==> src/rtl/bru_pkg.sv <==
// Shared types and constants for the branch resolve unit and its flush controller.
package bru_pkg;

  typedef enum logic {
    BRU_IDLE  = 1'b0,
    BRU_FLUSH = 1'b1
  } bru_state_t;

  localparam int INSTR_BYTES = 4;
  localparam int XLEN_DEF    = 32;
  localparam int GHR_W_DEF   = 4;

endpackage

==> src/rtl/bru_flush_ctrl.sv <==
// Mispredict flush sequencer: holds flush_o high for FLUSH_CYCLES cycles after a mispredict
// and reports idle when new branches may be resolved again.
module bru_flush_ctrl
  import bru_pkg::*;
#(
  parameter int FLUSH_CYCLES = 2
) (
  input  logic clk,
  input  logic rst,
  input  logic mispredict,
  output logic flush_o,
  output logic idle
);

  localparam int CW = (FLUSH_CYCLES > 1) ? $clog2(FLUSH_CYCLES) : 1;

  bru_state_t    state_q;
  logic [CW-1:0] cnt_q;

  // NOTE: sequential state uses non-blocking assignments so every flop samples pre-edge values.
  always_ff @(posedge clk or negedge rst) begin
    if (!rst) begin
      state_q <= BRU_IDLE;
      cnt_q   <= '0;
      flush_o <= 1'b0;
    end else begin
      unique case (state_q)
        BRU_IDLE: begin
          if (mispredict) begin
            state_q <= BRU_FLUSH;
            cnt_q   <= '0;
            flush_o <= 1'b1;
          end
        end
        BRU_FLUSH: begin
          if (cnt_q == CW'(FLUSH_CYCLES - 1)) begin
            state_q <= BRU_IDLE;
            cnt_q   <= '0;
            flush_o <= 1'b0;
          end else begin
            cnt_q <= cnt_q + 1'b1;
          end
        end
        default: begin
          state_q <= BRU_IDLE;
          cnt_q   <= '0;
          flush_o <= 1'b0;
        end
      endcase
    end
  end

  assign idle = (state_q == BRU_IDLE);

endmodule

==> src/rtl/branch_resolve_unit.sv <==
// EX-stage branch resolution: BPU update, fetch redirect and wrong-path flush.
// Optional performance counters are built when BRU_PERF_CNT_EN is defined.
module branch_resolve_unit
  import bru_pkg::*;
#(
  parameter int XLEN         = XLEN_DEF,
  parameter int GHR_W        = GHR_W_DEF,
  parameter int FLUSH_CYCLES = 2,
  parameter int CNT_W        = 32
) (
  input  logic             clk,
  input  logic             rst,
  input  logic             ex_valid,
  input  logic             ex_stall,
  input  logic             ex_is_branch,
  input  logic             ex_is_jump,
  input  logic             ex_cond_true,
  input  logic [XLEN-1:0]  ex_pc,
  input  logic [XLEN-1:0]  ex_target,
  input  logic             ex_pred_taken,
  input  logic [XLEN-1:0]  ex_pred_pc,
  input  logic [GHR_W-1:0] ex_ghr,
  output logic             branch_resolved,
  output logic             branch_taken,
  output logic [XLEN-1:0]  resolved_pc,
  output logic [GHR_W-1:0] ghr_history,
  output logic [XLEN-1:0]  bpu_target,
  output logic             redirect_valid,
  output logic [XLEN-1:0]  redirect_pc,
  output logic             flush_o,
  output logic [CNT_W-1:0] perf_branches,
  output logic [CNT_W-1:0] perf_mispredicts
);

  logic            idle;
  logic            resolve;
  logic            taken;
  logic            mispredict;
  logic [XLEN-1:0] tgt;
  logic [XLEN-1:0] actual_npc;

  // The predictor's direction bit and the target LSB do not affect resolution.
  logic unused_bits;
  assign unused_bits = ex_pred_taken ^ ex_target[0];

  logic             branch_resolved_d, branch_resolved_q;
  logic             branch_taken_d,    branch_taken_q;
  logic [XLEN-1:0]  resolved_pc_d,     resolved_pc_q;
  logic [GHR_W-1:0] ghr_history_d,     ghr_history_q;
  logic [XLEN-1:0]  bpu_target_d,      bpu_target_q;
  logic             redirect_valid_d,  redirect_valid_q;
  logic [XLEN-1:0]  redirect_pc_d,     redirect_pc_q;

  always_comb begin
    resolve    = ex_valid & (ex_is_branch | ex_is_jump) & ~ex_stall & idle;
    taken      = ex_is_jump | ex_cond_true;
    tgt        = {ex_target[XLEN-1:1], 1'b0};
    actual_npc = taken ? tgt : ex_pc + XLEN'(INSTR_BYTES);
    mispredict = resolve & (actual_npc != ex_pred_pc);
  end

  // NOTE: every always_comb output gets a default first, so no path infers a latch.
  always_comb begin
    branch_resolved_d = 1'b0;
    redirect_valid_d  = 1'b0;
    branch_taken_d    = branch_taken_q;
    resolved_pc_d     = resolved_pc_q;
    ghr_history_d     = ghr_history_q;
    bpu_target_d      = bpu_target_q;
    redirect_pc_d     = redirect_pc_q;
    if (resolve) begin
      branch_resolved_d = 1'b1;
      branch_taken_d    = taken;
      resolved_pc_d     = ex_pc;
      ghr_history_d     = ex_ghr;
      bpu_target_d      = tgt;
      if (mispredict) begin
        redirect_valid_d = 1'b1;
        redirect_pc_d    = actual_npc;
      end
    end
  end

  always_ff @(posedge clk or negedge rst) begin
    if (!rst) begin
      branch_resolved_q <= 1'b0;
      branch_taken_q    <= 1'b0;
      resolved_pc_q     <= '0;
      ghr_history_q     <= '0;
      bpu_target_q      <= '0;
      redirect_valid_q  <= 1'b0;
      redirect_pc_q     <= '0;
    end else begin
      branch_resolved_q <= branch_resolved_d;
      branch_taken_q    <= branch_taken_d;
      resolved_pc_q     <= resolved_pc_d;
      ghr_history_q     <= ghr_history_d;
      bpu_target_q      <= bpu_target_d;
      redirect_valid_q  <= redirect_valid_d;
      redirect_pc_q     <= redirect_pc_d;
    end
  end

  bru_flush_ctrl #(
    .FLUSH_CYCLES(FLUSH_CYCLES)
  ) u_flush_ctrl (
    .clk       (clk),
    .rst       (rst),
    .mispredict(mispredict),
    .flush_o   (flush_o),
    .idle      (idle)
  );

  assign branch_resolved = branch_resolved_q;
  assign branch_taken    = branch_taken_q;
  assign resolved_pc     = resolved_pc_q;
  assign ghr_history     = ghr_history_q;
  assign bpu_target      = bpu_target_q;
  assign redirect_valid  = redirect_valid_q;
  assign redirect_pc     = redirect_pc_q;

`ifdef BRU_PERF_CNT_EN
  logic [CNT_W-1:0] perf_branches_d,    perf_branches_q;
  logic [CNT_W-1:0] perf_mispredicts_d, perf_mispredicts_q;

  // Both counters saturate at all-ones rather than wrapping.
  always_comb begin
    perf_branches_d    = perf_branches_q;
    perf_mispredicts_d = perf_mispredicts_q;
    if (resolve && !(&perf_branches_q)) begin
      perf_branches_d = perf_branches_q + 1'b1;
    end
    if (mispredict && !(&perf_mispredicts_q)) begin
      perf_mispredicts_d = perf_mispredicts_q + 1'b1;
    end
  end

  always_ff @(posedge clk or negedge rst) begin
    if (!rst) begin
      perf_branches_q    <= '0;
      perf_mispredicts_q <= '0;
    end else begin
      perf_branches_q    <= perf_branches_d;
      perf_mispredicts_q <= perf_mispredicts_d;
    end
  end

  assign perf_branches    = perf_branches_q;
  assign perf_mispredicts = perf_mispredicts_q;
`else
  assign perf_branches    = '0;
  assign perf_mispredicts = '0;
`endif

endmodule

==> config.mk <==
export PLATFORM = sky130hd
export DESIGN_NAME = branch_resolve_unit
export DESIGN_NICKNAME = d
export VERILOG_FILES = /design/src/rtl/bru_pkg.sv /design/src/rtl/bru_flush_ctrl.sv /design/src/rtl/branch_resolve_unit.sv
export SDC_FILE = /design/constraint.sdc
export NUM_CORES = 1
export LEC_CHECK = 0
export CAP_MARGIN = 5
export CORE_MARGIN = 2
export CORE_UTILIZATION = 57
export CTS_BUF_LIST = sky130_fd_sc_hd__clkbuf_4 sky130_fd_sc_hd__clkbuf_8
export DETAILED_ROUTE_END_ITERATION = 10
export DONT_BUFFER_PORTS = 1
export PLACE_DENSITY = 0.73
export SLEW_MARGIN = 10
export SYNTH_ARGS = -nofsm -noshare
export SYNTH_HDL_FRONTEND = slang
export SYNTH_SLANG_ARGS = --single-unit
==> constraint.sdc <==
create_clock -name clk -period 2.05 [get_ports clk]
set_input_delay 0.3075 -clock clk [delete_from_list [all_inputs] [get_ports clk]]
set_output_delay 0.3075 -clock clk [all_outputs]
set_load 0.005 [all_outputs]
==> metrics.json <==
{
  "synth_warnings": {"value": 0},
  "port_buffers": {"value": 0},
  "floorplan.initialDensity": {"value": 57.7, "unit": "%"},
  "failed_checks": {"value": "negative hold slack, negative setup slack"},
  "grt_setup_unrepaired": {"value": "true"},
  "synth-main-ff-cell": {"value": "dfrtp_1"},
  "max_clock_freq": {"value": 0.363, "unit": "GHz"},
  "cts-htree-levels": {"value": 3},
  "final_period_minus_worst_setup_slack": {"value": 2760, "unit": "ps"},
  "critical_path.endpoint": {"value": "redirect_pc[4]"},
  "hold_path.class": {"value": "in2async"},
  "synth_enable_flop_cells": {"value": 0},
  "power_leakage": {"value": 3.76, "unit": "nW"},
  "std_cell_rows": {"value": 40},
  "cts_max_path_buffers": {"value": 2},
  "die-height": {"value": 114, "unit": "µm"},
  "filler_cell_count": {"value": 986},
  "post_dp_cell_area": {"value": 7210, "unit": "µm²"},
  "critPathCaptureType": {"value": "flop"},
  "dpl_worst_slack": {"value": -1260, "unit": "ps"},
  "critical_path.reg2reg.startpoint": {"value": "u_flush_ctrl.state_q"},
  "postSynthAreaPerCell": {"value": 8.72, "unit": "µm²"},
  "grt_max_degree": {"value": 106},
  "antenna_violations_before_repair": {"value": 0},
  "timing.final.crit_share": {"value": 134, "unit": "%"},
  "worst_path_max_delay_cell": {"value": "or4_4"},
  "critical_path_required": {"value": 2330, "unit": "ps"},
  "grt_use_total": {"value": 33.1, "unit": "%"},
  "cts.reportedPaths.clkPinSlew": {"value": 110, "unit": "ps"},
  "final_layout_size_suffix_gt1_share": {"value": 22.1, "unit": "%"},
  "clockRootBuffer": {"value": "clkbuf_8"},
  "finalCoreUtilization": {"value": 65.5, "unit": "%"},
  "totalWireLength": {"value": 21.7, "unit": "mm"},
  "post-dp-hpwl": {"value": 16.8, "unit": "mm"},
  "powerDensity": {"value": 914, "unit": "nW/µm²"},
  "floorplan.die.width": {"value": 114, "unit": "µm"},
  "ioPinCount": {"value": 276},
  "worst_slew_margin_rel": {"value": 48.6, "unit": "%"},
  "postSynthCellCount": {"value": 785},
  "dieArea": {"value": 12900, "unit": "µm²"},
  "synth_async_sr_flop_share": {"value": 100, "unit": "%"},
  "place_inst": {"value": 974},
  "finish.instance_area": {"value": 7770, "unit": "µm²"},
  "path_max_fanout": {"value": 8},
  "nets": {"value": 960},
  "worst_skew_pair.late_latency": {"value": 390, "unit": "ps"},
  "ys_ff_latch": {"value": 105},
  "drt_iter0_markers": {"value": 420},
  "clock_tree_from_tritoncts": {"value": "yes"},
  "route.detailed.drc": {"value": 0},
  "final_max_slew_viol_count": {"value": 0},
  "most_used_cell_cp": {"value": "buf_4"},
  "setup.reg_to_reg.worst_slack": {"value": 190, "unit": "ps"},
  "finalWeightedCongestion": {"value": 0.960},
  "rr_worst_depth": {"value": 7},
  "drtAntennaViolNets": {"value": 0},
  "worstSetupStartpoint": {"value": "ex_pc[10]"},
  "maxCapViolations": {"value": 0},
  "setup-violations-final": {"value": 36},
  "globalRoute.totalOverflow": {"value": 0},
  "worst_ir_drop_vdd": {"value": 0.440, "unit": "mV"},
  "timing.rr.end": {"value": "redirect_pc[24]"},
  "post_route_worst_hold_slack": {"value": -405, "unit": "ps"},
  "number_of_global_route_vias_before_repair": {"value": 5804},
  "clock-skew-final": {"value": 18.0, "unit": "ps"},
  "clock_sink_count": {"value": 105},
  "critical_path_cell_by_cell": {"value": "nand4_4 > or4_4 > buf_4 > o31ai_1 > buf_4 > a31oi_4 > xor2_1 > a2111oi_2 > nand4_1 > o21ai_4 > buf_6 > buf_12 > mux2_2"},
  "crit_arrival": {"value": 3030, "unit": "ps"},
  "status": {"value": "complete, but fails checks"},
  "stdcell_count": {"value": 1003},
  "fin_total_pwr": {"value": 7.10, "unit": "mW"},
  "diodes": {"value": 0},
  "fin_tns_setup": {"value": -23550, "unit": "ps"},
  "synth.distinct_cells": {"value": 76},
  "finalHoldViolCount": {"value": 105},
  "wire_length_of_the_first_global_routing_pass": {"value": 32.4, "unit": "mm"},
  "post_synth_instance_area": {"value": 6850, "unit": "µm²"},
  "synth_sequential_area_ratio": {"value": 38.4, "unit": "%"},
  "crit_path_category": {"value": "in2reg"},
  "cts_inserted_buffers": {"value": 9},
  "setup_ws": {"value": -705, "unit": "ps"},
  "avgViaCountPerCell": {"value": 5.85},
  "timing_worst_slew_pin_value": {"value": 770, "unit": "ps"},
  "route.vias.total": {"value": 5865},
  "cp-start-kind": {"value": "primary input"},
  "drt-wirelength-per-cell": {"value": 21.6, "unit": "µm"},
  "core_region_area": {"value": 11900, "unit": "µm²"},
  "dr.pass1.iters": {"value": 5},
  "critical_path.max_stage_delay": {"value": 490, "unit": "ps"},
  "area.growth.synth_to_final": {"value": 13.4, "unit": "%"}
}
==> cell type report <==
type	instances	area (µm²)	share of cell area, %
clock buffer	10	138	1.77
tap	147	184	2.37
sequential	105	2630	33.8
clock inverter	6	93.8	1.21
inverter	26	97.6	1.26
timing repair buffer	100	891	11.5
multi-input combinational	609	3740	48.1
==> synthesized netlist by cell type (14+ instances only) <==
cell      instances  area share [%]
a21oi_1          14             1.0
buf_4            67             7.3
clkbuf_1         20             1.1
dfrtp_1         105              38
inv_1            25             1.4
mux2_4           20             4.4
nand2_1         226              12
nand4_1          14             1.3
nor2_1           33             1.8
o21ai_0          38             2.8
xnor2_1          31             4.0
xor2_1           25             3.2
==> sequential cells by signal (all words and copies together) (netlist names) <==
| signal | flops |
|---|---|
| bpu_target | 31 |
| u_flush_ctrl.cnt_q | 1 |
| u_flush_ctrl.state_q | 1 |
| resolved_pc | 32 |
| branch_resolved | 1 |
| branch_taken | 1 |
| redirect_valid | 1 |
| ghr_history | 4 |
| redirect_pc | 32 |
| u_flush_ctrl.flush_o | 1 |
==> logic make-up after synthesis <==
family,after synthesis,synth area share [%]
adders and majority gates,1,0.183
other,1,0.0548
buffers and inverters,135,13.4
xor gates and xnor gates,56,7.16
muxes,35,6.69
DFF,105,38.4
AOI/OAI and AO/OA,105,10.5
and+or+nand+nor,347,23.6
==> critical path, delay by kind of cell <==
family	cells	cell delay, ps
XOR/XNOR	1	150
AO/OA/AOI/OAI	4	820
buffers and inverters	4	600
AND/OR/NAND/NOR	3	820
multiplexers	1	320
==> placed cells by master (no fill, tap or decap), types with 9 or more instances in the layout <==
master      n
dfrtp_1   105
nand3_1     9
mux2_4     22
mux2i_1     9
inv_1      24
buf_4      87
a21oi_1    14
nor2_1     32
clkbuf_8   10
xnor2_1    31
conb_1     65
xor2_1     24
nand2_1   224
o21ai_0    37
nand4_1    14
==> power by group <==
part | leakage, nW | total, mW | switching (mW) | internal, mW
registers | 1.29 | 3.79 | 0.813 | 2.98
clock network | 0.114 | 1.50 | 0.762 | 0.734
logic | 2.36 | 1.81 | 0.873 | 0.941
==> metal layers <==
layer	vias to the layer above	wire length, µm	track usage, %
met1	2833	9090	45.0
met4	0	763	13.8
li1	2646	-	-
met2	328	9830	51.4
met3	58	1990	7.55
met5	-	0	0
==> worst min path at each step <==
stage                               to  slack, ps  cells past startpoint
floorplan               bpu_target[10]         10                      0
global placement    u_flush_ctrl.cnt_q         10                      0
detailed placement  u_flush_ctrl.cnt_q         10                      0
global route            resolved_pc[1]       -430                      0
CTS                 u_flush_ctrl.cnt_q       -420                      0
finish                  redirect_pc[1]       -400                      0
==> repair_timing <==
| item | CTS | global route |
|---|---|---|
| buffers inserted | 5 | 5 |
| pin swaps | 6 | 1 |
| gates resized for setup | 27 | 8 |
| gates cloned | 3 | 0 |
| endpoints found under the hold margin | 105 | 105 |
| endpoints found under the setup margin | 36 | 36 |
(Power assumes the default switching activity.)
